## config.mk

```make
export PLATFORM = sky130hd
export DESIGN_NAME = fwd_sel_gen
export DESIGN_NICKNAME = d
export VERILOG_FILES = /design/src/rtl/plriscv_pkg.sv /design/src/rtl/fwd_cmp.sv /design/src/rtl/fwd_sel_gen.sv
export SDC_FILE = /design/constraint.sdc
export NUM_CORES = 1
export LEC_CHECK = 0
export CORE_UTILIZATION = 44
export CTS_BUF_LIST = sky130_fd_sc_hd__clkbuf_8
export DETAILED_ROUTE_END_ITERATION = 6
export PLACE_DENSITY_LB_ADDON = 0.08
export SYNTH_ARGS = -nofsm -noshare
export SYNTH_HDL_FRONTEND = slang
export SYNTH_SLANG_ARGS = --single-unit
```

## constraint.sdc

```tcl
create_clock -name clk -period 1.8 [get_ports clk]
set_input_delay 0.54 -clock clk [delete_from_list [all_inputs] [get_ports clk]]
set_output_delay 0.54 -clock clk [all_outputs]
set_load 0.005 [all_outputs]
```

## src/rtl/plriscv_pkg.sv

```systemverilog
// plriscv_pkg -- shared types for the operand-forwarding select generator.
//   REG_AW_DEF : default register-address width
//   fwd_sel_e  : EX operand mux select encoding
//   fwd_rec_t  : in-flight writer record (rd, reg_write, is_load) at default width
package plriscv_pkg;

    localparam int REG_AW_DEF = 5;

    typedef enum logic [1:0] {
        FWD_RF    = 2'b00,
        FWD_EXMEM = 2'b01,
        FWD_MEMWB = 2'b10,
        FWD_WBD   = 2'b11
    } fwd_sel_e;

    typedef struct packed {
        logic [REG_AW_DEF-1:0] rd;
        logic                  reg_write;
        logic                  is_load;
    } fwd_rec_t;

endpackage

```

## src/rtl/fwd_cmp.sv

```systemverilog
// fwd_cmp -- compares one ID source register against the in-flight writer
// records and returns the youngest-first forwarding select.
//   src            : source register of the ID instruction
//   ex_rd/ex_we    : EX record destination and write enable
//   mem_rd/mem_we  : MEM record destination and write enable
//   wb_rd/wb_we    : WB record (present only with FWD_WB_BYPASS_EN)
//   sel            : FWD_RF when no live writer matches; x0 never forwards
// Build option: FWD_WB_BYPASS_EN adds the WB comparison (select FWD_WBD).
module fwd_cmp
    import plriscv_pkg::*;
#(
    parameter int REG_AW = REG_AW_DEF
) (
    input  logic [REG_AW-1:0] src,
    input  logic [REG_AW-1:0] ex_rd,
    input  logic              ex_we,
    input  logic [REG_AW-1:0] mem_rd,
    input  logic              mem_we,
`ifdef FWD_WB_BYPASS_EN
    input  logic [REG_AW-1:0] wb_rd,
    input  logic              wb_we,
`endif
    output fwd_sel_e          sel
);

    always_comb begin
        sel = FWD_RF;
        if (src != '0) begin
            if (ex_we && (ex_rd == src)) begin
                sel = FWD_EXMEM;
            end else if (mem_we && (mem_rd == src)) begin
                sel = FWD_MEMWB;
            end
`ifdef FWD_WB_BYPASS_EN
            else if (wb_we && (wb_rd == src)) begin
                sel = FWD_WBD;
            end
`endif
        end
    end

endmodule

```

## src/rtl/fwd_sel_gen.sv

```systemverilog
// fwd_sel_gen -- tracks destination registers of in-flight instructions and
// produces registered EX operand-forwarding selects plus a load-use hazard.
//   clk, rst_n              : clock, async active-low reset
//   id_rs1/id_rs2/id_rd     : registers of the instruction in ID
//   id_valid/id_reg_write/id_is_load : ID instruction qualifiers
//   stall                   : external hold of the pipeline
//   flush                   : IF/ID flush, turns the ID instruction into a bubble
//   ex_sel_a/ex_sel_b       : EX operand mux selects, valid while the instruction is in EX
//   load_use_stall          : combinational hold request for a load-use hazard
// Build option: FWD_WB_BYPASS_EN keeps a third (WB) record and enables select 11;
// without it the register file is assumed write-first and only EX/MEM are tracked.
module fwd_sel_gen
    import plriscv_pkg::*;
#(
    parameter int REG_AW = REG_AW_DEF
) (
    input  logic              clk,
    input  logic              rst_n,
    input  logic [REG_AW-1:0] id_rs1,
    input  logic [REG_AW-1:0] id_rs2,
    input  logic [REG_AW-1:0] id_rd,
    input  logic              id_valid,
    input  logic              id_reg_write,
    input  logic              id_is_load,
    input  logic              stall,
    input  logic              flush,
    output logic [1:0]        ex_sel_a,
    output logic [1:0]        ex_sel_b,
    output logic              load_use_stall
);

    // Local record type so rd follows REG_AW rather than the package default.
    typedef struct packed {
        logic [REG_AW-1:0] rd;
        logic              reg_write;
        logic              is_load;
    } rec_t;

    rec_t     ex_q, ex_d, mem_q, mem_d;
`ifdef FWD_WB_BYPASS_EN
    rec_t     wb_q, wb_d;
`endif
    fwd_sel_e sel_a_q, sel_a_d, sel_b_q, sel_b_d;
    fwd_sel_e cmp_sel_a, cmp_sel_b;
    logic     lu_hit;

    fwd_cmp #(.REG_AW(REG_AW)) u_cmp_a (
        .src    (id_rs1),
        .ex_rd  (ex_q.rd),
        .ex_we  (ex_q.reg_write),
        .mem_rd (mem_q.rd),
        .mem_we (mem_q.reg_write),
`ifdef FWD_WB_BYPASS_EN
        .wb_rd  (wb_q.rd),
        .wb_we  (wb_q.reg_write),
`endif
        .sel    (cmp_sel_a)
    );

    fwd_cmp #(.REG_AW(REG_AW)) u_cmp_b (
        .src    (id_rs2),
        .ex_rd  (ex_q.rd),
        .ex_we  (ex_q.reg_write),
        .mem_rd (mem_q.rd),
        .mem_we (mem_q.reg_write),
`ifdef FWD_WB_BYPASS_EN
        .wb_rd  (wb_q.rd),
        .wb_we  (wb_q.reg_write),
`endif
        .sel    (cmp_sel_b)
    );

    // A load in EX cannot forward its data yet; the dependent ID instruction waits a cycle.
    assign lu_hit = id_valid && ex_q.is_load && ex_q.reg_write && (ex_q.rd != '0) &&
                    ((ex_q.rd == id_rs1) || (ex_q.rd == id_rs2));
    assign load_use_stall = lu_hit;

    always_comb begin
        ex_d    = ex_q;
        mem_d   = mem_q;
`ifdef FWD_WB_BYPASS_EN
        wb_d    = wb_q;
`endif
        sel_a_d = sel_a_q;
        sel_b_d = sel_b_q;
        // Flush / invalid ID beat stall; stall beats the load-use bubble.
        if (flush || !id_valid || (!stall)) begin
            mem_d = ex_q;
`ifdef FWD_WB_BYPASS_EN
            wb_d  = mem_q;
`endif
            if (flush || !id_valid || lu_hit) begin
                ex_d    = '0;
                sel_a_d = FWD_RF;
                sel_b_d = FWD_RF;
            end else begin
                ex_d    = '{rd: id_rd, reg_write: id_reg_write, is_load: id_is_load};
                sel_a_d = cmp_sel_a;
                sel_b_d = cmp_sel_b;
            end
        end
    end

    always_ff @(posedge clk or negedge rst_n) begin
        if (!rst_n) begin
            ex_q    <= '0;
            mem_q   <= '0;
`ifdef FWD_WB_BYPASS_EN
            wb_q    <= '0;
`endif
            sel_a_q <= FWD_RF;
            sel_b_q <= FWD_RF;
        end else begin
            ex_q    <= ex_d;
            mem_q   <= mem_d;
`ifdef FWD_WB_BYPASS_EN
            wb_q    <= wb_d;
`endif
            sel_a_q <= sel_a_d;
            sel_b_q <= sel_b_d;
        end
    end

    assign ex_sel_a = sel_a_q;
    assign ex_sel_b = sel_b_q;

endmodule

```

==> flow_summary.ini <==
[timing]
worst_slack_ns = -0.4227
finClkSkew_ns = 0.006189
max_freq_mhz = 449.9
worst_pin_slew_ns = 0.3967
post-route-period-util_pct = 123.5
layout_min_cycle_time_ns = 2.223
slew_viol_final = 0
relSlewSlack_pct = 73.31
setup_viol = 12
rsz0062_at_grt = yes
hold_violations = 0

[die]
io_pins = 27
die_width_um = 48.83
coreArea_um2 = 2002
initial_core_util_pct = 48.19
fp.dieArea_um2 = 2384
chipHeight_um = 48.83
fp-row-count = 16

[run]
drv_cap = 0

[global_routing]
antenna_found_initial = 0
grt_pass1_wl_um = 4995
grt_max_degree = 18
grt_pass1_vias = 1087
track_usage_pct = 28.71
overflow = 0

[critical_path]
rrSetupSlack_ns = -0.27
r2r_end = ex_sel_b[0]
crit_arrival_ns = 1.68
cp-start-kind = register
path_cells = or4_4, o2111ai_2, inv_2, and2_4, buf_6
critical_path.top_delay_family = simple AND/OR/NAND/NOR gates
startpoint = ex_q[4]
cp.required_ns = 1.26
crit_end = load_use_stall
critPathCaptureType = output port
crit_path_max_incr_delay_ns = 0.52
reg2regPathDepth = 7
r2r-start = ex_q[4]
critical_path_class = reg -> out
cp.depth = 5
cp.buffers_inverters = 2
critPathMaxFanout = 2
cpMaxStageDelayCell = or4_4

[route]
wl_um = 3494
routed_via_density = 5.561
wl_per_cell_um = 19.41
antenna_left = 0
initialDrtViolationCount = 26
drc = 0
vias = 1001
drtPass1Iterations = 4

[clocking]
clkTransAtPathRegs_ns = 0.07
clk_latency_ns = 0.26
cts_tree = done
cts_buffers = 3
clock_path_buffers = 2
root_buffer = clkbuf_8
clock-sinks = 17
ctsHoldBuffers = 0
htree_levels = 1

[layout]
final_cells = 180
drive_above_1_share_pct = 45.10
synthToLayoutAreaGrowth_pct = 77.04
fill_cells = 93
post-route-util_pct = 85.31
n_antenna_cell = 0
final_nets = 176

[synth]
yosysWarnings = 0
syn_inst = 84
netlist-cell-type-count = 25
avgSynthCellArea_um2 = 11.48
ys_ff_latch = 17
synth_nets = 106
ys_seq_area_share_pct = 44.10
synth_area_um2 = 964.7

[run_status]
status = finished with violations
failed_checks = negative setup slack

[place]
dpl.cell_count = 164
hpwl_um = 1948
gp_congestion = 0.9004
pre_cts_ws_ns = -0.8854
io_buffers = 26

[power]
power.density_nw_per_um2 = 541.2
p_leak_uw = 0.0008476
vdd_drop_max_v = 0.0005565

[worst_hold_path]
holdCritPathClass = reg -> reg
-- cells in the final DEF, fill, tap and decap left out, types with 3 or more instances in the layout --
| master | Yosys | layout |
|---|---|---|
| dlygate4sd2_1 | 0 | 5 |
| clkdlybuf4s50_1 | 0 | 14 |
| xnor2_1 | 12 | 6 |
| dfrtp_1 | 17 | 17 |
| dlymetal6s2s_1 | 0 | 3 |
| clkbuf_8 | 0 | 3 |
| nor2_1 | 4 | 3 |
| mux2_1 | 5 | 5 |
| xor2_1 | 8 | 8 |
| buf_6 | 1 | 7 |
| nand2_1 | 3 | 3 |
| buf_4 | 0 | 34 |
| xnor2_2 | 0 | 5 |
| a22o_1 | 9 | 9 |
-- routing by layer --
metal	track usage (%)	share of wire, %	wire length (µm)
met5	0	0	0
met2	49.31	52	1810
met3	4.050	3.3	114
met1	35.15	42	1463
met4	14.22	3.0	106
-- cell usage after synthesis --
cell type,n,area [µm²]
a2111oi_4,1,27.53
a21oi_1,2,10.01
a22o_1,9,78.83
a41o_1,2,20.02
and2_1,3,18.77
buf_6,1,11.26
clkbuf_1,1,3.750
dfrtp_1,17,425.4
inv_1,1,3.750
inv_2,1,3.750
mux2_1,5,56.30
mux2_2,1,11.26
nand2_1,3,11.26
nand2_2,1,6.260
nand3_1,2,10.01
nand4_1,2,12.51
nor2_1,4,15.01
nor3_1,2,10.01
nor3b_2,1,12.51
nor4_1,2,12.51
o2111ai_1,1,8.760
o22ai_2,1,12.51
or4_1,1,7.510
xnor2_1,12,105.1
xor2_1,8,70.07
-- kinds of logic after synthesis --
group / share of synthesized area [%]
multiplexers: 7.003
AO/OA/AOI/OAI: 16.34
XOR/XNOR: 18.16
AND/OR/NAND/NOR: 12.06
buffers and inverters: 2.333
flip-flops: 44.10
-- where the power goes --
group | total (µW) | internal [µW] | switching, µW | leakage, µW
combinational | 233 | 133 | 100 | 0.000588
sequential | 403 | 392 | 11.6 | 0.000234
clock | 287 | 154 | 134 | 0.0000255
-- per-stage QoR --
step,setup TNS [ns],instance area (µm²),hold WS [ns],power [µW]
after global routing,-3.978,1708,0.5466,959.0
after floorplan,-0.5738,964.7,0.2444,472.4
final,-3.081,1708,0.5145,924.4
after CTS,-4.150,1634,0.5179,901.5
after detailed placement,-7.436,1461,0.4918,589.5
after global placement,-6.824,1461,0.4921,585.2
-- final cells by class --
| cell class | instances | area, µm² | area share (%) |
|---|---|---|---|
| clock buffer | 3 | 41.29 | 2.418 |
| clock inverter | 1 | 5.005 | 0.2930 |
| inverter | 2 | 7.507 | 0.4396 |
| multi-input combinational | 63 | 613.1 | 35.90 |
| sequential | 17 | 425.4 | 24.91 |
| tap | 27 | 33.78 | 1.978 |
| timing repair buffer | 67 | 581.8 | 34.07 |
-- worst min-delay path by stage --
stage | from | to | slack [ns] | cells after the start
after detailed placement | ex_sel_a[1] | ex_sel_a[1] | 0.49 | 1
after global routing | ex_sel_a[1] | ex_sel_a[1] | 0.55 | 1
final | ex_sel_a[1] | ex_sel_a[1] | 0.51 | 1
after floorplan | rst_n | ex_q[0] | 0.24 | 0
after global placement | ex_sel_a[1] | ex_sel_a[1] | 0.49 | 1
after CTS | ex_sel_a[1] | ex_sel_a[1] | 0.52 | 1
-- worst reg2reg max path, stage by stage, from the launching register on --
cell and delay (ns):
dfrtp_1 0.40, or4_4 0.52, o2111ai_2 0.18, inv_2 0.07
buf_6 0.12, a2111oi_4 0.36, buf_6 0.18, a41o_1 0.17
-- flip-flops by register name, indices dropped and copies added, names as in the netlist --
name,cells
ex_q,7
ex_sel_a,2
mem_q,6
ex_sel_b,2
-- timing repair --
| action | in CTS | in global routing |
|---|---|---|
| hold endpoints to repair | 0 | 0 |
| gates cloned | 1 | 1 |
| gates resized for setup | 27 | 19 |
| pin swaps | 20 | 14 |
| setup endpoints to repair | 12 | 18 |
| buffers inserted | 14 | 2 |
Note: power is estimated with default switching activity, not from simulation.
